===== config.mk =====
export PLATFORM = sky130hd
export DESIGN_NAME = imul_mac_stage
export DESIGN_NICKNAME = d
export VERILOG_FILES = /design/src/rtl/imul_mac_stage.sv
export SDC_FILE = /design/constraint.sdc
export NUM_CORES = 1
export LEC_CHECK = 0
export CAP_MARGIN = 10
export CORE_MARGIN = 2
export CORE_UTILIZATION = 50
export DETAILED_ROUTE_END_ITERATION = 8
export GPL_ROUTABILITY_DRIVEN = 0
export GPL_TIMING_DRIVEN = 0
export PLACE_DENSITY = 0.69
export SLEW_MARGIN = 20
export SYNTH_ARGS = -nofsm -noshare
export SYNTH_HDL_FRONTEND = slang
export SYNTH_SLANG_ARGS = --single-unit

===== constraint.sdc =====
create_clock -name Clock -period 9.4 [get_ports Clock]
set_input_delay 1.41 -clock Clock [delete_from_list [all_inputs] [get_ports Clock]]
set_output_delay 1.41 -clock Clock [all_outputs]
set_load 0.01 [all_outputs]

===== src/rtl/imul_mac_stage.sv =====
`timescale 1ns/1ps
`default_nettype none
// +--------------------------------------------------------------------+
// | imul_mac_stage: pipelined unsigned multiply-accumulate over framed  |
// | term streams, one result per stream on a valid/ready handshake.     |
// | Rev 1.0                                                            |
// +--------------------------------------------------------------------+

module imul_radix4_mult #(
  parameter int SIZE = 16
) (
  input  logic [SIZE-1:0]   a,
  input  logic [SIZE-1:0]   b,
  output logic [2*SIZE-1:0] p
);
  localparam int PW = 2 * SIZE;
  localparam int NPP = SIZE / 2;

  logic [PW-1:0] a_ext;
  logic [PW-1:0] a2;
  logic [PW-1:0] a3;
  logic [PW-1:0] pp [NPP];
  logic [PW-1:0] sum;

  assign a_ext = {{SIZE{1'b0}}, a};
  assign a2    = a_ext << 1;
  assign a3    = a_ext + a2;

  // One partial product per 2-bit digit of b, selected from {0, A, 2A, 3A}.
  for (genvar i = 0; i < NPP; i++) begin : g_pp
    logic [1:0] digit;
    assign digit = b[2*i+1:2*i];
    assign pp[i] = ((digit == 2'd0) ? '0 :
                    (digit == 2'd1) ? a_ext :
                    (digit == 2'd2) ? a2 : a3) << (2 * i);
  end

  always_comb begin
    sum = '0;
    for (int i = 0; i < NPP; i++) begin
      sum = sum + pp[i];
    end
  end

  assign p = sum;
endmodule

module imul_mac_stage #(
  parameter int SIZE     = 16,
  parameter int ACC_SIZE = 40
) (
  input  logic                Clock,
  input  logic                Reset,
  input  logic                iValid,
  output logic                oReady,
  input  logic [SIZE-1:0]     A,
  input  logic [SIZE-1:0]     B,
  input  logic                iClear,
  input  logic                iLast,
  output logic                oValid,
  input  logic                iReady,
  output logic [ACC_SIZE-1:0] oResult,
  output logic                oOverflow,
  output logic [15:0]         oTerms
);
  localparam int PW = 2 * SIZE;

  logic                en;
  logic [PW-1:0]       prod;

  logic                v1_q, v1_d, clr1_q, clr1_d, last1_q, last1_d;
  logic [SIZE-1:0]     a1_q, a1_d, b1_q, b1_d;
  logic                v2_q, v2_d, clr2_q, clr2_d, last2_q, last2_d;
  logic [PW-1:0]       p2_q, p2_d;
  logic [ACC_SIZE-1:0] acc_q, acc_d;
  logic                ovf_acc_q, ovf_acc_d;
  logic [15:0]         cnt_q, cnt_d;
  logic [ACC_SIZE-1:0] result_q, result_d;
  logic                ovf_out_q, ovf_out_d;
  logic [15:0]         terms_q, terms_d;
  logic                out_valid_q, out_valid_d;

  logic [ACC_SIZE-1:0] acc_base;
  logic [ACC_SIZE:0]   sum_ext;
  logic                ovf_new;
  logic [15:0]         cnt_base;
  logic [15:0]         cnt_new;

  imul_radix4_mult #(.SIZE(SIZE)) u_mult (
    .a (a1_q),
    .b (b1_q),
    .p (prod)
  );

  // A Clear term treats all running stream state as zero before adding itself.
  always_comb begin
    acc_base = clr2_q ? '0 : acc_q;
    sum_ext  = {1'b0, acc_base} + {{(ACC_SIZE + 1 - PW){1'b0}}, p2_q};
    ovf_new  = (clr2_q ? 1'b0 : ovf_acc_q) | sum_ext[ACC_SIZE];
    cnt_base = clr2_q ? 16'd0 : cnt_q;
    cnt_new  = (cnt_base == 16'hFFFF) ? cnt_base : cnt_base + 16'd1;
  end

  always_comb begin
    en          = !out_valid_q || iReady;
    v1_d        = v1_q;
    a1_d        = a1_q;
    b1_d        = b1_q;
    clr1_d      = clr1_q;
    last1_d     = last1_q;
    v2_d        = v2_q;
    p2_d        = p2_q;
    clr2_d      = clr2_q;
    last2_d     = last2_q;
    acc_d       = acc_q;
    ovf_acc_d   = ovf_acc_q;
    cnt_d       = cnt_q;
    result_d    = result_q;
    ovf_out_d   = ovf_out_q;
    terms_d     = terms_q;
    out_valid_d = out_valid_q;
    if (en) begin
      v1_d        = iValid;
      a1_d        = A;
      b1_d        = B;
      clr1_d      = iClear;
      last1_d     = iLast;
      v2_d        = v1_q;
      p2_d        = prod;
      clr2_d      = clr1_q;
      last2_d     = last1_q;
      out_valid_d = v2_q && last2_q;
      if (v2_q) begin
        if (last2_q) begin
          result_d  = sum_ext[ACC_SIZE-1:0];
          ovf_out_d = ovf_new;
          terms_d   = cnt_new;
          acc_d     = '0;
          ovf_acc_d = 1'b0;
          cnt_d     = 16'd0;
        end else begin
          acc_d     = sum_ext[ACC_SIZE-1:0];
          ovf_acc_d = ovf_new;
          cnt_d     = cnt_new;
        end
      end
    end
  end

  always_ff @(posedge Clock or negedge Reset) begin
    if (!Reset) begin
      v1_q        <= 1'b0;
      a1_q        <= '0;
      b1_q        <= '0;
      clr1_q      <= 1'b0;
      last1_q     <= 1'b0;
      v2_q        <= 1'b0;
      p2_q        <= '0;
      clr2_q      <= 1'b0;
      last2_q     <= 1'b0;
      acc_q       <= '0;
      ovf_acc_q   <= 1'b0;
      cnt_q       <= 16'd0;
      result_q    <= '0;
      ovf_out_q   <= 1'b0;
      terms_q     <= 16'd0;
      out_valid_q <= 1'b0;
    end else begin
      v1_q        <= v1_d;
      a1_q        <= a1_d;
      b1_q        <= b1_d;
      clr1_q      <= clr1_d;
      last1_q     <= last1_d;
      v2_q        <= v2_d;
      p2_q        <= p2_d;
      clr2_q      <= clr2_d;
      last2_q     <= last2_d;
      acc_q       <= acc_d;
      ovf_acc_q   <= ovf_acc_d;
      cnt_q       <= cnt_d;
      result_q    <= result_d;
      ovf_out_q   <= ovf_out_d;
      terms_q     <= terms_d;
      out_valid_q <= out_valid_d;
    end
  end

  assign oReady    = en;
  assign oValid    = out_valid_q;
  assign oResult   = result_q;
  assign oOverflow = ovf_out_q;
  assign oTerms    = terms_q;
endmodule
`default_nettype wire


# Yosys cells after proc, flatten, opt, wreduce, memory -nomap -nowiden
# Index checks and enable logic that the tools add are counted.
word_totals:
  elab_cells: 88
  output_inout_bits: 59
  register_bits: 185
  in_bits: 38
op_classes:
  bitwise_logic: 1
  addsub: 10
  mux: 31
  n_eq_ne: 17
  n_reduce_logical: 13
ops:
  columns: ["op", "count"]
  rows:
  - ["$add A32 B32 Y32", 7]
  - ["$mux W32", 3]
  - ["$mux W30", 3]
  - ["$mux W28", 3]
  - ["$mux W40", 2]
  - ["$mux W26", 3]
  - ["$mux W24", 3]
  - ["$mux W22", 3]
  - ["$mux W20", 3]
  - ["$mux W18", 3]
  - ["$mux W16", 3]
  - ["$add A40 B32 Y41", 1]
  - ["$add A16 B17 Y18", 1]
  - ["$add A16 B1 Y16 const B", 1]
  - ["$eq A16 B16 Y1 const B", 1]
  - ["$eq A2 B1 Y1 const B", 8]
  - ["$eq A2 B2 Y1 const B", 8]
  - ["$logic_not A2 Y1", 8]
  - ["$reduce_and A3 Y1", 1]
  - ["$mux W1", 2]
  - ["$reduce_and A2 Y1", 1]
  - ["$logic_and A1 B1 Y1", 1]
  - ["$logic_not A1 Y1", 1]
  - ["$logic_or A1 B1 Y1", 1]
  - ["$or A1 B1 Y1", 1]

# Depth between registers and ports, before layout
# Gate-level depths: netlist (run 1).
depth:
  ltp_word: 11
  mapped_depth: 27
  depth_no_buf: 27

# Modules after synthesis
# A second synthesis (run 1) with hierarchy kept.
unflattened:
  cells_unflattened: 2022
  area_unflattened_um2: 17409.2
modules_own_cells:
  columns: ["module", "instances", "cells_per_inst", "seq_area_each_um2", "area_each_um2"]
  rows:
  - ["imul_mac_stage", 1, 1103, 4629.4, 9780.6]
  - ["imul_radix4_mult", 1, 919, 0.0, 7628.6]

# Least setup slack after synthesis (run 1)
# OpenSTA, ideal clock, no wires.
synth_path:
  path_kind: "register -> register"
  startpoint: "register a1_q[1]"
  endpoint: "register p2_q[30]"
  t_required_ns: 9.270
  setup_time_ns: 0.130
  arrival_time_ns: 6.774
  path_stages_with_launch: 28
  period_less_slack_ns: 6.904
  path_slack_ns: 2.496
  cell_sequence: "dfrtp_1 > ha_1 > fa_1 > a211oi_1 > o21bai_1 > a31o_2 > a21oi_1 > nor2b_1 > xnor2_1 > mux2_2 > a22oi_1 > fa_1 > inv_1 > fa_1 > fa_1 > inv_1 > fa_1 > inv_1 > ha_1 > a21oi_1 > nand2_1 > o31ai_2 > o31ai_1 > a22o_1 > or4_1 > a31oi_1 > xor2_1 > o21ai_1"
synth_between:
  elab_chain_cells: 11
synth_rtl:
  columns: ["item", "line", "text"]
  rows:
  - ["from (decl)", "72", "logic [SIZE-1:0] a1_q, a1_d, b1_q, b1_d;"]
  - ["from (signal assigned)", "153", "a1_q <= '0;"]
  - ["from (signal assigned)", "170", "a1_q <= a1_d;"]
  - ["$add A16 B17 Y18", "27", "assign a3 = a_ext + a2;"]
  - ["$mux W32 / $mux W30 (equally long branches)", "35", "(digit == 2'd2) ? a2 : a3) << (2 * i);"]
  - ["$mux W32 / $mux W30 (equally long branches)", "34", "(digit == 2'd1) ? a_ext :"]
  - ["$mux W32 / $mux W30 (equally long branches)", "33", "assign pp[i] = ((digit == 2'd0) ? '0 :"]
  - ["$add A32 B32 Y32 (6 in a row)", "41", "sum = sum + pp[i];"]
  - ["$add A32 B32 Y32 (*)", "41", null]
  - ["to (signal assigned)", "175", "p2_q <= p2_d;"]
  - ["to (decl)", "74", "logic [PW-1:0] p2_q, p2_d;"]
# Every way passes the cells marked *; elsewhere a longest branch is shown, timed or not.
# A chain may end at the register's enable or synchronous reset.

# Worst setup path after layout (run 1)
# Same ends and word-level chain as after synthesis.

==> results of run 1 <==
worst min path at each step:
stage                to  startpoint  slack (ns)
2_1_floorplan  acc_q[0]    acc_q[0]        0.43
3_3_place_gp   acc_q[1]    acc_q[1]        0.44
3_5_place_dp   acc_q[0]    acc_q[0]        0.45
4_1_cts        acc_q[1]    acc_q[1]        0.47
5_1_grt        acc_q[1]    acc_q[1]        0.49
6_report       acc_q[1]    acc_q[1]        0.47
cell type report:
| type | instances | area [um^2] | share of cell area |
|---|---|---|---|
| repair buffers | 97 | 993 | 0.0531 |
| multi-input cells | 1477 | 11200 | 0.598 |
| clock inverters | 12 | 138 | 0.00735 |
| inverters | 86 | 323 | 0.0172 |
| flip-flops and latches | 185 | 4630 | 0.247 |
| plain buffers | 117 | 457 | 0.0244 |
| well taps | 442 | 553 | 0.0295 |
| clock buffers | 20 | 437 | 0.0233 |
cells by family after synthesis:
family                     count (synthesis)  share of synthesized area
AOI/OAI and AO/OA                        470                      0.188
xor gates and xnor gates                  95                     0.0501
adders and majority gates                210                      0.198
buffers and inverters                    203                     0.0470
DFF                                      185                      0.279
muxes                                    106                     0.0719
and+or+nand+nor                          596                      0.166
flip-flops by register name, summed over array words and instances, names as in the netlist, 16 cells and up:
register and count:
a1_q 16, acc_q 40, b1_q 16, cnt_q 16
oResult 40, oTerms 16, p2_q 32
per-layer routing:
metal | vias up | wire length [um]
met3 | 138 | 3260
met5 | - | 0
li1 | 6787 | -
met4 | 0 | 1880
met1 | 7091 | 19900
met2 | 629 | 23300
worst reg2reg max path, delay by kind of cell (launching register included):
family	cells	cell delay (ns)
compound gates	11	2.55
xor+xnor	2	0.68
fa+ha+maj	7	3.16
buf+inv	3	0.14
flops	1	0.54
mux	1	0.29
simple gates	3	0.70
Yosys cell counts, types with 18 or more instances:
library cell / count / area [um^2]
and2_1: 18 / 113
nor3_1: 23 / 115
a31oi_1: 24 / 150
fa_1: 87 / 1740
mux2_2: 102 / 1150
inv_1: 86 / 323
nand3_1: 26 / 130
nor2b_1: 59 / 369
clkbuf_1: 101 / 379
nand2_1: 299 / 1120
o21ai_0: 102 / 510
ha_1: 123 / 1540
a22oi_1: 27 / 203
xnor2_1: 67 / 587
nor2_1: 89 / 334
a21o_1: 21 / 158
a22o_1: 98 / 858
a21oi_1: 119 / 596
xor2_1: 28 / 245
dfrtp_1: 185 / 4630
cell usage in the layout, fill, tap and decap left out, types with 9 or more instances in the layout:
cell type,count
a22o_1,98
nand3_1,26
a31oi_1,24
nor2b_1,59
o31ai_1,13
and3_1,16
clkbuf_1,104
nand2_1,299
xor2_1,28
dfrtp_1,185
a21o_1,21
mux2_2,102
o21ai_0,102
xnor2_1,67
clkdlybuf4s50_1,95
clkbuf_16,17
fa_1,87
and2_1,18
inv_1,86
a21oi_1,119
nand2b_1,11
nand4_1,11
a22oi_1,27
ha_1,123
and3b_1,13
o211ai_1,9
nor2_1,89
nor3_1,23
metrics by stage:
stage / hold WS (ns) / instances / util / setup WS, ns / TNS, ns
floorplan: 0.431 / 1865 / - / 2.50 / 0
global placement: 0.443 / 2403 / 0.555 / -0.734 / -131.63
detailed placement: 0.449 / 2404 / 0.556 / 1.33 / 0
CTS: 0.466 / 2436 / 0.574 / 1.30 / 0
global route: 0.492 / 2436 / 0.574 / 0.861 / 0
finish: 0.466 / 2436 / 0.574 / 1.21 / 0
==> impl_metrics.tcl, run 1 <==
set metrics [dict create \
    status "complete, no violations" \
    path_buf_inv 3 \
    dpl_cell_area_um2 18100 \
    fin_crit_sh 0.871 \
    fmax_mhz 122 \
    grt_pass1_vias 14500 \
    crit_fanout 11 \
    syn-num-nets 2113 \
    drive_gt1_frac 0.0807 \
    top_usage_layer "met2" \
    r2r-start "a1_q[1]" \
    layout_min_cycle_time_ns 8.19 \
    wl_per_cell_um 19.9 \
    crit_type "reg2reg" \
    yosys_register_bits 185 \
    num_vias 14600 \
    worstSetupEndpointType "register" \
    cts_setup_buffers 0 \
    area_growth_pct 12.8 \
    design_area_um2 18700 \
    start_kind "register" \
    ctsHoldBuffers 0 \
    hpwl_mm 37.5 \
    cts-root-buf "clkbuf_16" \
    hold_violations 0 \
    critPathMaxStageDelay_ns 0.55 \
    grt_max_degree 97 \
    fp.dieW_um 186 \
    num_io_pins 97 \
    rr_worst_depth 27 \
    diodes 0 \
    drc 0 \
    async_flop_share 1.00 \
    die_h_um 186 \
    synth_edf_count 0 \
    nNetsFinal 2229 \
    cts.clk_slew.worst_paths_ns 0.08 \
    overflow 0 \
    yosys.cell_types.count 66 \
    ctsResizeCount 0 \
    start_util 0.509 \
    setup_violations 0 \
    postSynthCellCount 1865 \
    hp-class "reg2reg" \
    regToRegEndpoint "p2_q[30]" \
    endpoint "p2_q[30]" \
    use_met1 0.358 \
    rsz0062_at_grt "no" \
    port_buffers 96 \
    synth.avg_cell_area_um2 8.90 \
    whs_path_depth 2 \
    core_um2 32600 \
    cpMaxStageDelayCell "fa_1" \
    clockBufferDepth 2 \
    rows 66 \
    drt-total-wl_mm 48.4 \
    cts_made_buffers 17 \
    fill_cells 2971 \
    skew_ns 0.0204 \
    grt_pass1_wl_mm 77.5 \
    crit_start "a1_q[1]" \
    track_usage 0.289 \
    maxCapViolations 0 \
    worst-path-stages 27 \
    yosysSeqAreaShare 0.279 \
    yosysWarnings 0 \
    slew_violations 0 \
    met3_usage 0.0463 \
    insertion_delay_ns 0.47 \
    synthFlopType "dfrtp_1" \
    synthesis.area_um2 16600 \
    tritoncts "built" \
    required_ns 9.73 \
    crit_top_cell "fa_1" \
    r2r_slack_ns 1.21 \
    worst_slew_pin_slew_ns 1.05 \
    grt_util_met2 0.499 \
    critical-path-top-delay-family "adder cells" \
    ant_nets 0 \
    die-area_um2 34700 \
    viasPerCell 6.01 \
    drt-pass1-iter-count 5 \
    drtIter0Drc 1168 \
    clkSinkCount 185 \
    antenna_found_initial 0 \
    crit_arrival_ns 8.52 \
    htree_levels 4 \
    slew_headroom 0.293 \
]
Power of run 1 is not shown: default switching activity piles up to over one toggle a cycle in this logic, so the estimate is an artifact.
==> run 2, diff against run 1 <==
--- a/config.mk
+++ b/config.mk
@@ -5,7 +5,7 @@
 export SDC_FILE = /design/constraint.sdc
 export NUM_CORES = 1
 export LEC_CHECK = 0
-export CAP_MARGIN = 10
+export CAP_MARGIN = 20
 export CORE_MARGIN = 2
 export CORE_UTILIZATION = 50
 export DETAILED_ROUTE_END_ITERATION = 8
==> results of run 2 <==
Final layout, timing and power as in run 1 (identical DEF).
Power of run 2 is left out for the same reason.
==> run 3, diff against run 2 <==
--- a/config.mk
+++ b/config.mk
@@ -5,13 +5,15 @@
 export SDC_FILE = /design/constraint.sdc
 export NUM_CORES = 1
 export LEC_CHECK = 0
+export ABC_AREA = 1
 export CAP_MARGIN = 20
 export CORE_MARGIN = 2
 export CORE_UTILIZATION = 50
 export DETAILED_ROUTE_END_ITERATION = 8
 export GPL_ROUTABILITY_DRIVEN = 0
 export GPL_TIMING_DRIVEN = 0
-export PLACE_DENSITY = 0.69
+export PLACE_DENSITY = 0.68
+export SKIP_CTS_REPAIR_TIMING = 1
 export SLEW_MARGIN = 20
 export SYNTH_ARGS = -nofsm -noshare
 export SYNTH_HDL_FRONTEND = slang
==> run 3 against run 2 <==
Compared with the run above:
- core utilization decreased by 0.13 points
- die area is 9.6% higher
- largest cell class unchanged
- via count grew 31%
- clock-buffer cell count fell by 2
- register-to-register slack improved by 1.5 ns
- wire length rose by 30%
- critical path depth fell by 2
- global-route usage rose by 4.7 points
==> impl_metrics.tcl, run 3 <==
set metrics [dict create \
    final_cell_mix "nand2_1 (857), inv_1 (440), nor2_1 (211), dfrtp_1 (185), nand3_1 (181)" \
    synth.avg_cell_area_um2 6.73 \
    syn-num-nets 2955 \
    wl_per_cell_um 19.0 \
    yosys_register_bits 185 \
    fmax_mhz 149 \
    slew_headroom 0.118 \
    worstSetupEndpointType "register" \
    ant_nets 0 \
    overflow 0 \
    place_inst 3266 \
    hp-class "reg2reg" \
    setup_violations 0 \
    endpoint "p2_q[23]" \
    required_ns 9.74 \
    grt_pass1_vias 18700 \
    yosysTopAreaCell "dfrtp_1" \
    postSynthCellCount 2707 \
    antenna_found_initial 0 \
    viasPerCell 5.84 \
    worst_slew_pin_slew_ns 1.31 \
    crit_start "a1_q[1]" \
    drc 0 \
    grt_max_degree 70 \
    yosys-top-cells-area "dfrtp_1 (25%), nand2_1 (18%), fa_1 (9.6%)" \
    rr_worst_depth 25 \
    regToRegEndpoint "p2_q[23]" \
    num_io_pins 97 \
    grt_pass1_wl_mm 99.5 \
    die-area_um2 38000 \
    yosys.cell_types.count 47 \
    crit_fanout 7 \
    synthFlopType "dfrtp_1" \
    cts.clk_slew.worst_paths_ns 0.07 \
    clockBufferDepth 2 \
    async_flop_share 1.00 \
    drtIter0Drc 2221 \
    die_h_um 195 \
    mostFrequentLayoutCell "nand2_1" \
    slew_violations 0 \
    whs_path_depth 2 \
    cts-root-buf "clkbuf_16" \
    yosys.area.top_type_share 0.254 \
    final_cells 3298 \
    clkSinkCount 185 \
    status "complete, no violations" \
    cts_made_buffers 17 \
    yosysSeqAreaShare 0.254 \
    hold_violations 0 \
    skew_ns 0.0248 \
    nNetsFinal 3072 \
    drt-pass1-iter-count 7 \
    synthesis.area_um2 18200 \
    htree_levels 4 \
    yosysWarnings 0 \
    diodes 0 \
    core_um2 35700 \
    rsz0062_at_grt "no" \
    synthTopCellsByCount "nand2_1 (857), inv_1 (440), nor2_1 (211)" \
    tritoncts "built" \
    crit_type "reg2reg" \
    layout_min_cycle_time_ns 6.72 \
    synth_edf_count 0 \
    fin_crit_sh 0.715 \
    area_growth_pct 12.3 \
    start_kind "register" \
    insertion_delay_ns 0.47 \
    rows 69 \
    r2r-start "a1_q[1]" \
    fp.dieW_um 195 \
    start_util 0.510 \
    hpwl_mm 49.7 \
    track_usage 0.335 \
    drive_gt1_frac 0.0349 \
    port_buffers 96 \
    synthMostInstantiatedCell "nand2_1" \
    crit_arrival_ns 7.06 \
    maxCapViolations 0 \
    drt-total-wl_mm 62.7 \
    num_vias 19200 \
    r2r_slack_ns 2.68 \
    tns_ns 0 \
]
[run 3: changes by cell type in the layout (fill, tap and decap cells not counted), sizes merged, moves of 41 or more]
| cell | delta |
|---|---|
| nand2 | +558 |
| nand3 | +160 |
| a22o | -98 |
| inv | +362 |
| o21ai | +71 |
| mux2 | -103 |
| nor2b | -59 |
| xnor2 | -44 |
| clkbuf | -55 |
| o221ai | +41 |
| nor2 | +133 |
[run 3: layer usage]
metal  share of wire  track usage  wire, um  vias to the layer above
met1            0.39        0.425     24600                     8911
met2            0.44        0.528     27400                     1125
met5               0            0         0                        -
li1                -            -         -                     8886
met4           0.066        0.193      4140                        0
met3            0.10       0.0755      6540                      325
[run 3: kinds of logic after synthesis]
group	count (synthesis)	synth area share
compound gates	403	0.131
xor+xnor	39	0.0187
fa+ha+maj	210	0.180
buf+inv	528	0.112
flops	185	0.254
simple gates	1342	0.305
[run 3: metrics by stage]
| stage | hold WS, ns | instance area [um^2] | utilization | setup slack [ns] |
|---|---|---|---|---|
| floorplan | 0.449 | 18200 | - | 4.03 |
| global placement | 0.462 | 19800 | 0.553 | -0.615 |
| detailed placement | 0.466 | 19800 | 0.555 | 2.95 |
| CTS | 0.485 | 20500 | 0.573 | 2.93 |
| global route | 0.503 | 20500 | 0.573 | 2.36 |
| finish | 0.479 | 20500 | 0.573 | 2.68 |
[run 3: cell type report]
cell class	count	area [um^2]
buffer	77	347
clock buffer	18	439
clock inverter	14	203
fill	3504	15300
inverter	451	1690
multi-input combinational	1994	11600
sequential	185	4630
tap	461	577
timing repair buffer	98	1020
[run 3: worst max-delay path: stages (launching register included)]
cell	delay [ns]
dfrtp_1	0.45
ha_1	0.28
fa_1	0.40
nand2_1	0.10
nand2_1	0.09
nand2_1	0.13
o21bai_2	0.10
xor2_1	0.90
o221ai_1	0.37
inv_1	0.16
fa_1	0.46
fa_1	0.46
fa_1	0.51
inv_1	0.05
fa_1	0.53
inv_1	0.04
ha_1	0.35
a21oi_1	0.24
nor2_1	0.06
nor2_1	0.12
nand2_1	0.14
a21oi_1	0.14
nand2_1	0.08
or2_2	0.27
nand3_1	0.09
nand2_1	0.06
[run 3: worst min-delay path by stage]
stage                     slack [ns]          end   startpoint
after floorplan                 0.45    acc_q[17]    acc_q[17]
after global placement          0.46    acc_q[17]    acc_q[17]
after detailed placement        0.47  oResult[38]  oResult[38]
after CTS                       0.48  oResult[38]  oResult[38]
after global routing            0.50    acc_q[22]    acc_q[22]
final                           0.48  oResult[38]  oResult[38]
Power of run 3 is left out for the same reason.
